`src/rtl/pipe_pkg.sv`:
```
// Shared definitions for the pipe_* inter-stage pipeline registers.
// Holds the stage occupancy encoding and the default bubble (NOP) payload.
package pipe_pkg;

    // Stage occupancy: no beat, one beat in main, main plus one beat in skid.
    typedef enum logic [1:0] {
        ST_EMPTY = 2'd0,
        ST_FULL  = 2'd1,
        ST_SKID  = 2'd2
    } pipe_state_e;

    // Payload driven downstream when no beat is presented.
    localparam logic [31:0] NOP_INSN = 32'h0000_0000;

endpackage

```
`src/rtl/pipe_skid_buf.sv`:
```
// Skid slot for pipe_stage_skid: one payload word plus its NPC.
// The slot catches the beat accepted in the cycle the downstream stalls,
// so the upstream ready can come from a flop.
module pipe_skid_buf
    import pipe_pkg::*;
#(
    parameter int                 DATA_W     = 32,
    parameter int                 NPC_W      = 32,
    parameter logic [DATA_W-1:0]  BUBBLE_VAL = DATA_W'(NOP_INSN)
) (
    input  logic              in_clk,
    input  logic              in_rst_n,
    input  logic              in_load,
    input  logic              in_clear,
    input  logic [DATA_W-1:0] in_data,
    input  logic [NPC_W-1:0]  in_npc,
    output logic [DATA_W-1:0] out_data,
    output logic [NPC_W-1:0]  out_npc
);

    logic [DATA_W-1:0] data_q, data_d;
    logic [NPC_W-1:0]  npc_q, npc_d;

    // Clear wins over load; otherwise the slot holds its contents.
    always_comb begin
        data_d = data_q;
        npc_d  = npc_q;
        if (in_clear) begin
            data_d = BUBBLE_VAL;
            npc_d  = '0;
        end else if (in_load) begin
            data_d = in_data;
            npc_d  = in_npc;
        end
    end

    // Slot storage, emptied to the bubble value on reset.
    always_ff @(posedge in_clk or negedge in_rst_n) begin
        if (!in_rst_n) begin
            data_q <= BUBBLE_VAL;
            npc_q  <= '0;
        end else begin
            data_q <= data_d;
            npc_q  <= npc_d;
        end
    end

    assign out_data = data_q;
    assign out_npc  = npc_q;

endmodule

```
`src/rtl/pipe_stage_skid.sv`:
```
// Inter-stage pipeline register with valid/ready handshake, flush and backpressure.
// Optional feature macro: PIPE_STAGE_SKID_EN
//   defined   - two entries (main + skid), upstream ready comes from a flop.
//   undefined - single entry, upstream ready is ~out_dn_valid | in_dn_ready.
module pipe_stage_skid
    import pipe_pkg::*;
#(
    parameter int                 DATA_W         = 32,
    parameter int                 NPC_W          = 32,
    parameter logic [DATA_W-1:0]  BUBBLE_VAL     = DATA_W'(NOP_INSN),
    parameter bit                 CLEAR_ON_FLUSH = 1'b1
) (
    input  logic              in_clk,
    input  logic              in_rst_n,
    input  logic              in_flush,
    input  logic              in_up_valid,
    output logic              out_up_ready,
    input  logic [DATA_W-1:0] in_up_data,
    input  logic [NPC_W-1:0]  in_up_npc,
    output logic              out_dn_valid,
    input  logic              in_dn_ready,
    output logic [DATA_W-1:0] out_dn_data,
    output logic [NPC_W-1:0]  out_dn_npc
);

    pipe_state_e       state_q, state_d;
    logic [DATA_W-1:0] main_data_q, main_data_d;
    logic [NPC_W-1:0]  main_npc_q, main_npc_d;
    logic              dn_valid;
    logic              accept;
    logic              retire;

    assign dn_valid = (state_q != ST_EMPTY);
    assign retire   = dn_valid & in_dn_ready;
    // A beat offered during a flush is never taken, even with ready high.
    assign accept   = in_up_valid & out_up_ready & ~in_flush;

`ifdef PIPE_STAGE_SKID_EN
    logic              ready_q, ready_d;
    logic              skid_load;
    logic              skid_clear;
    logic [DATA_W-1:0] skid_data;
    logic [NPC_W-1:0]  skid_npc;

    assign out_up_ready = ready_q;

    pipe_skid_buf #(
        .DATA_W     (DATA_W),
        .NPC_W      (NPC_W),
        .BUBBLE_VAL (BUBBLE_VAL)
    ) u_skid (
        .in_clk   (in_clk),
        .in_rst_n (in_rst_n),
        .in_load  (skid_load),
        .in_clear (skid_clear),
        .in_data  (in_up_data),
        .in_npc   (in_up_npc),
        .out_data (skid_data),
        .out_npc  (skid_npc)
    );

    // Occupancy FSM: flush empties everything, a stalled accept spills into the skid slot.
    always_comb begin
        state_d     = state_q;
        main_data_d = main_data_q;
        main_npc_d  = main_npc_q;
        skid_load   = 1'b0;
        skid_clear  = 1'b0;
        if (in_flush) begin
            state_d = ST_EMPTY;
            if (CLEAR_ON_FLUSH) begin
                main_data_d = BUBBLE_VAL;
                main_npc_d  = '0;
                skid_clear  = 1'b1;
            end
        end else begin
            unique case (state_q)
                ST_EMPTY: begin
                    if (accept) begin
                        state_d     = ST_FULL;
                        main_data_d = in_up_data;
                        main_npc_d  = in_up_npc;
                    end
                end
                ST_FULL: begin
                    if (accept && retire) begin
                        main_data_d = in_up_data;
                        main_npc_d  = in_up_npc;
                    end else if (accept) begin
                        state_d   = ST_SKID;
                        skid_load = 1'b1;
                    end else if (retire) begin
                        state_d = ST_EMPTY;
                    end
                end
                ST_SKID: begin
                    if (retire) begin
                        state_d     = ST_FULL;
                        main_data_d = skid_data;
                        main_npc_d  = skid_npc;
                    end
                end
                default: begin
                    state_d = ST_EMPTY;
                end
            endcase
        end
        ready_d = (state_d != ST_SKID);
    end

    // Registered upstream ready so no combinational path crosses the stage.
    always_ff @(posedge in_clk or negedge in_rst_n) begin
        if (!in_rst_n) begin
            ready_q <= 1'b1;
        end else begin
            ready_q <= ready_d;
        end
    end
`else
    assign out_up_ready = ~dn_valid | in_dn_ready;

    // Single-entry FSM: flush empties, accept fills (also on retire), lone retire empties.
    always_comb begin
        state_d     = state_q;
        main_data_d = main_data_q;
        main_npc_d  = main_npc_q;
        if (in_flush) begin
            state_d = ST_EMPTY;
            if (CLEAR_ON_FLUSH) begin
                main_data_d = BUBBLE_VAL;
                main_npc_d  = '0;
            end
        end else if (accept) begin
            state_d     = ST_FULL;
            main_data_d = in_up_data;
            main_npc_d  = in_up_npc;
        end else if (retire) begin
            state_d = ST_EMPTY;
        end
    end
`endif

    // Main entry and occupancy registers; reset drops any beat in flight.
    always_ff @(posedge in_clk or negedge in_rst_n) begin
        if (!in_rst_n) begin
            state_q     <= ST_EMPTY;
            main_data_q <= BUBBLE_VAL;
            main_npc_q  <= '0;
        end else begin
            state_q     <= state_d;
            main_data_q <= main_data_d;
            main_npc_q  <= main_npc_d;
        end
    end

    // Downstream sees the bubble whenever nothing valid is presented, whatever the regs hold.
    assign out_dn_valid = dn_valid;
    assign out_dn_data  = dn_valid ? main_data_q : BUBBLE_VAL;
    assign out_dn_npc   = dn_valid ? main_npc_q  : '0;

endmodule

```
`config.mk`:
```
export PLATFORM = sky130hd
export DESIGN_NAME = pipe_stage_skid
export DESIGN_NICKNAME = d
export VERILOG_FILES = /design/src/rtl/pipe_pkg.sv /design/src/rtl/pipe_skid_buf.sv /design/src/rtl/pipe_stage_skid.sv
export SDC_FILE = /design/constraint.sdc
export NUM_CORES = 1
export LEC_CHECK = 0
export ABC_AREA = 1
export CELL_PAD_IN_SITES_DETAIL_PLACEMENT = 1
export CELL_PAD_IN_SITES_GLOBAL_PLACEMENT = 2
export CORE_UTILIZATION = 23
export CTS_CLUSTER_DIAMETER = 100
export CTS_CLUSTER_SIZE = 25
export DETAILED_ROUTE_END_ITERATION = 8
export PLACE_DENSITY = 0.82
export SLEW_MARGIN = 15
export SYNTH_ARGS = -nofsm -noshare
export SYNTH_HDL_FRONTEND = slang
export SYNTH_SLANG_ARGS = --single-unit
export TNS_END_PERCENT = 20
```
`constraint.sdc`:
```
create_clock -name in_clk -period 1.2 [get_ports in_clk]
set_clock_uncertainty 0.1 [all_clocks]
set_input_delay 0.12 -clock in_clk [delete_from_list [all_inputs] [get_ports in_clk]]
set_output_delay 0.12 -clock in_clk [all_outputs]
set_load 0.01 [all_outputs]
```
-- After elaboration in Yosys (flattened, before gate mapping)
Cells that the tools add are included.
- muxes and demuxes: 9
- bitwise logic cells: 6
- reductions and logical operators: 3
- operators by type and width (kind ; number):
    $mux 32 ; 6
    $mux 2 ; 3
    $reduce_bool 2->1 ; 2
    $and 1x1->1 ; 3
    $reduce_bool 3->1 ; 1
    $not 1->1 ; 2
    $or 1x1->1 ; 1
- register bits after elaboration: 66
- input bits: 69
- output and inout port bits: 66
- word-level logic and storage cells: 21

-- Logic depth before layout (Yosys ltp)
- word-level depth: 7
- mapped depth: 6
- mapped depth without buffers: 5

-- Worst setup path after synthesis
OpenSTA, ideal clock, no wires.
- path kind: reg-to-output
- from: register state_q[0]
- to: output out_dn_data[10]
- arrival: 0.911 ns
- data required time: 0.980 ns
- slack: 0.069 ns
- stages on the path, launching flop included: 5
- buffers on the path: 2
- path through: dfrtp_1 > buf_2 > buf_2 > nand2_1 > inv_1
- cells in the longest elaborated chain, start to end: 2
- RTL lines (element ; RTL line ; text):
    start, declared ; pipe_stage_skid.sv:26 ; pipe_state_e state_q, state_d;
    start signal, assigned ; pipe_stage_skid.sv:150 ; state_q <= state_d;
    $reduce_bool 2->1 ; pipe_stage_skid.sv:33 ; assign dn_valid = (state_q != ST_EMPTY);
    $mux 32 ; pipe_stage_skid.sv:158 ; assign out_dn_data = dn_valid ? main_data_q : BUBBLE_VAL;
    end, declared ; pipe_stage_skid.sv:22 ; output logic [DATA_W-1:0] out_dn_data,
No other way between the ends.

-- Final worst setup path
- from: register state_q[0]
- to: output out_dn_data[22]
Same word-level chain as after synthesis.

==> results.env <==
GRT_ANTENNA_BEFORE_REPAIR=0
AVGROUTEDWIREPERCELL_UM=15.3
CLK_TRANSITION_REPORTED_PATHS_NS=0.05
DIE_X_UM=122
WORST_SETUP_PATH_END_KIND='primary output'
WORST-ENDPOINT-REQUIRED_NS=0.98
SYNTH.AREA.MUX_SHARE_PCT=0
SYNTH_AREA_PER_CELL_SQ_UM=7.67
FILLERINSTANCES=1689
SLEW_HR_PCT=76.1
POST-ROUTE-WORST-SETUP-SLACK_NS=-0.359
NETLIST.AREA_LEADER.SHARE_PCT=49.1
FRACTION_OF_THE_MAPPED_NETLIST_AREA_IN_COMPOUND_GATES_PCT=0.151
YOSYS.CELL_TYPES.COUNT=10
GRT_START_MAX_NET_PINS=66
SYNTH.TOP_CELLS.BY_AREA='sky130_fd_sc_hd__dfrtp_1, sky130_fd_sc_hd__nand2_1, sky130_fd_sc_hd__nand4_1'
TIMING.HOLD.WORST.START='in_up_valid'
TIMING.HOLD.WS_NS=0.209
CRITICAL_PATH.MAX_STAGE_DELAY_NS=0.45
NUMPLACEDINSTANCES=726
CTS_TREE='yes'
GRT-OVFL-TOTAL=0
MAX-CLOCK-PATH-BUFFERS=2
TIMING.CRITICAL_PATH.SLOWEST_STAGE_CELL='sky130_fd_sc_hd__dfrtp_2'
HTREEDEPTH=3
ORIGIN_OF_THE_CRITICAL_FLOP_TO_FLOP_PATH='state_q[0]$_DFFE_PN0P_'
TOTALWIRELENGTH_UM=11500
FINALSETUPVIOLCOUNT=131
CTS_NUM_SINKS=65
CLKLATENCYLATEPIN_NS=0.32
CRITPATHKIND='flip-flop to primary output'
WORST_HOLD_PATH.NUM_CELLS=4
TIMING.CRITICAL_PATH.ARRIVAL_NS=1.34
CORE_AREA_SQ_MM=0.0140
DRT.ANTENNA.VIOLATING_NETS=0
P_PER_AREA_mW_PER_MM2=1180
POST-SYNTH-TOP-AREA-CELL='sky130_fd_sc_hd__dfrtp_1'
R2R_END='main_data_q[21]$_DFFE_PN0P_'
GRT_FIRST_PASS_WIRELENGTH_UM=17000
RSZ0062_AT_GRT='yes'
SYNTH_NETS=501
MAX-CAP-VIOLATIONS=0
DRC_ERRORS=0
INITIAL_CORE_UTIL_PCT=23.7
VIAS_POST_DR=3458
WORSTSETUPSTARTPOINTTYPE='flip-flop'
CRITICAL_PATH.CELL_CHAIN='buf_4, clkbuf_16, nand2_1, inv_1, buf_2'
WORST_PIN_SLEW_NS=0.359
DETAILED_PLACE_HPWL_UM=6990
VIOLATIONS='negative setup slack'
IO_BUFFER_COUNT=134
FINAL-HOLD-VIOLATION-COUNT=0
SYNTH_TOP_FAMILY_BY_AREA='simple AND/OR/NAND/NOR gates'
SYNTH.YOSYS.WARNINGS=0
MAX-VDD-IR-DROP_V=0.000540
VIAS_PER_CELL=4.60
TIMING.REG2REG.SETUP_SLACK_NS=-0.25
FP.DIEH_UM=122
DRTPASS1ITERATIONS=4
LAYOUT.CELLS.NON_FILLER=751
SYNTHADDERAREAFRAC_PCT=0
POST_SYNTH_XOR_AREA_FRACTION_PCT=0
CRIT_START='state_q[0]$_DFFE_PN0P_'
SYNTH_SEQUENTIAL_AREA_RATIO_PCT=49.1
DETAILEDROUTE.FIRSTITERATIONVIOLATIONS=205
FINAL.MIN_CLOCK_PERIOD_NS=1.56
OUTCOME='complete, but fails checks'
CTS_BUFFERS=9
SYNTH_SEQ_CELLS=65
FLOORPLAN.DIE_AREA_SQ_MM=0.0149
VIA_COUNT_OF_THE_FIRST_GLOBAL_ROUTING_PASS=3463
NUM_ANTENNA_CELLS=0
FINAL_ESTIMATED_ROUTING_CONGESTION_IN_GLOBAL_PLACEMENT=0.702
GROUTE.USAGE.OVERALL_PCT=14.5
TIMING.CRITICAL_PATH.FANOUT_MAX=14
IOS=135
WORST_R2R_PATH_DEPTH=7
LAYOUT-DRIVE-GT1-SHARE_PCT=26.1
FIN_NETS=635
REPORT.FINAL.SLEW_VIOL_COUNT=0
STD_CELL_ROWS=43
FINAL_MIN_PERIOD_OVER_CLOCK_PERIOD_PCT=130
AREA_GROWTH_SYN_TO_LAYOUT_PCT=60.7
MIN_DELAY_WORST_ENDPOINT='state_q[0]$_DFFE_PN0P_'
SYNTH.CELL_AREA_SQ_MM=0.00331
LEAKAGE_nW=3.09
SYNTH_SIMPLE_GATE_AREA_SHARE_PCT=36.6
CLOCK.FMAX_GHz=0.642
HOLD_PATH.CLASS='primary input to flip-flop'
CLK_ROOT_BUFFER_CELL='sky130_fd_sc_hd__clkbuf_16'
POSTSYNTHCELLCOUNT=432
-- sequential cells by signal (all words and copies together), names as in the netlist --
signal,count
main_npc_q,32
main_data_q,32
state_q,1
-- worst max-delay path, delay by kind of cell (launching register included) --
kind | cells | cell delay, ns
buffers and inverters | 4 | 0.50
AND/OR/NAND/NOR | 1 | 0.07
flip-flops | 1 | 0.45
-- layer usage --
| metal | routed length [um] | part of all wire (%) | track usage, % | vias to the layer above |
|---|---|---|---|---|
| met5 | 0 | 0 | 0 | - |
| met4 | 123 | 1.1 | 5.17 | 0 |
| met3 | 544 | 4.7 | 2.81 | 11 |
| met2 | 5460 | 48 | 23.1 | 102 |
| met1 | 5320 | 46 | 19.5 | 1682 |
| li1 | - | - | - | 1663 |
-- what timing repair did --
action	4_1_cts	5_1_grt
setup endpoints to repair	131	131
gates cloned	0	5
hold endpoints to repair	65	0
gates resized for setup	232	75
hold buffers	1	0
buffers inserted	0	3
pin swaps	0	1
-- per-stage QoR --
stage	total power [mW]	cell area, sq um	util (%)	TNS, ns	setup slack, ns
after floorplan	2.82	3310	-	0	0.0688
after global placement	3.39	4940	35.3	-38.19	-0.330
after detailed placement	3.41	4940	35.3	-39.91	-0.364
after CTS	6.25	5120	36.6	-35.59	-0.400
after global routing	6.56	5330	38.1	-41.17	-0.421
final	6.27	5330	38.1	-32.76	-0.359
-- where the power goes --
group	switching, mW	internal, mW	total (mW)
Combinational	0.532	0.506	1.04
Sequential	0.0862	2.33	2.41
Clock	0.890	1.93	2.82
-- worst max-delay path by stage --
stage | endpoint | slack [ns]
detailed placement | main_npc_q[17]$_DFFE_PN0P_ | -0.36
CTS | out_dn_npc[12] | -0.40
global placement | out_up_ready | -0.33
finish | out_dn_data[22] | -0.36
floorplan | out_dn_data[10] | 0.07
global route | out_dn_data[2] | -0.42
-- cell usage in the layout, fill, tap and decap left out, types with 8 or more instances in the layout --
master | netlist | routed
sky130_fd_sc_hd__buf_2 | 33 | 54
sky130_fd_sc_hd__inv_1 | 67 | 63
sky130_fd_sc_hd__clkdlybuf4s50_1 | 0 | 66
sky130_fd_sc_hd__nand3_2 | 0 | 22
sky130_fd_sc_hd__buf_6 | 0 | 11
sky130_fd_sc_hd__buf_12 | 0 | 10
sky130_fd_sc_hd__nand3_1 | 64 | 42
sky130_fd_sc_hd__nand4_1 | 64 | 64
sky130_fd_sc_hd__nand2_2 | 2 | 8
sky130_fd_sc_hd__nand2_1 | 128 | 119
sky130_fd_sc_hd__clkbuf_16 | 0 | 13
sky130_fd_sc_hd__dfrtp_1 | 65 | 64
sky130_fd_sc_hd__buf_4 | 6 | 11
-- final cells by class --
cell class / count / area (sq um) / share of cell area, %
clock buffers: 14 / 264 / 4.96
clock inverters: 2 / 60.1 / 1.13
inverters: 67 / 253 / 4.75
multi-input cells: 259 / 1390 / 26.1
flip-flops and latches: 65 / 1630 / 30.6
well taps: 180 / 225 / 4.23
repair buffers: 164 / 1510 / 28.3
-- Yosys cell counts --
library cell,count
sky130_fd_sc_hd__nand4_1,64
sky130_fd_sc_hd__buf_2,33
sky130_fd_sc_hd__a21oi_1,1
sky130_fd_sc_hd__inv_1,67
sky130_fd_sc_hd__nand2_1,128
sky130_fd_sc_hd__nand3_1,64
sky130_fd_sc_hd__buf_4,6
sky130_fd_sc_hd__nand2_2,2
sky130_fd_sc_hd__dfrtp_1,65
sky130_fd_sc_hd__clkbuf_1,2
-- logic make-up after synthesis --
logic type | Yosys count
compound gates | 1
buf+inv | 108
flops | 65
simple gates | 258
(Power assumes the default switching activity.)
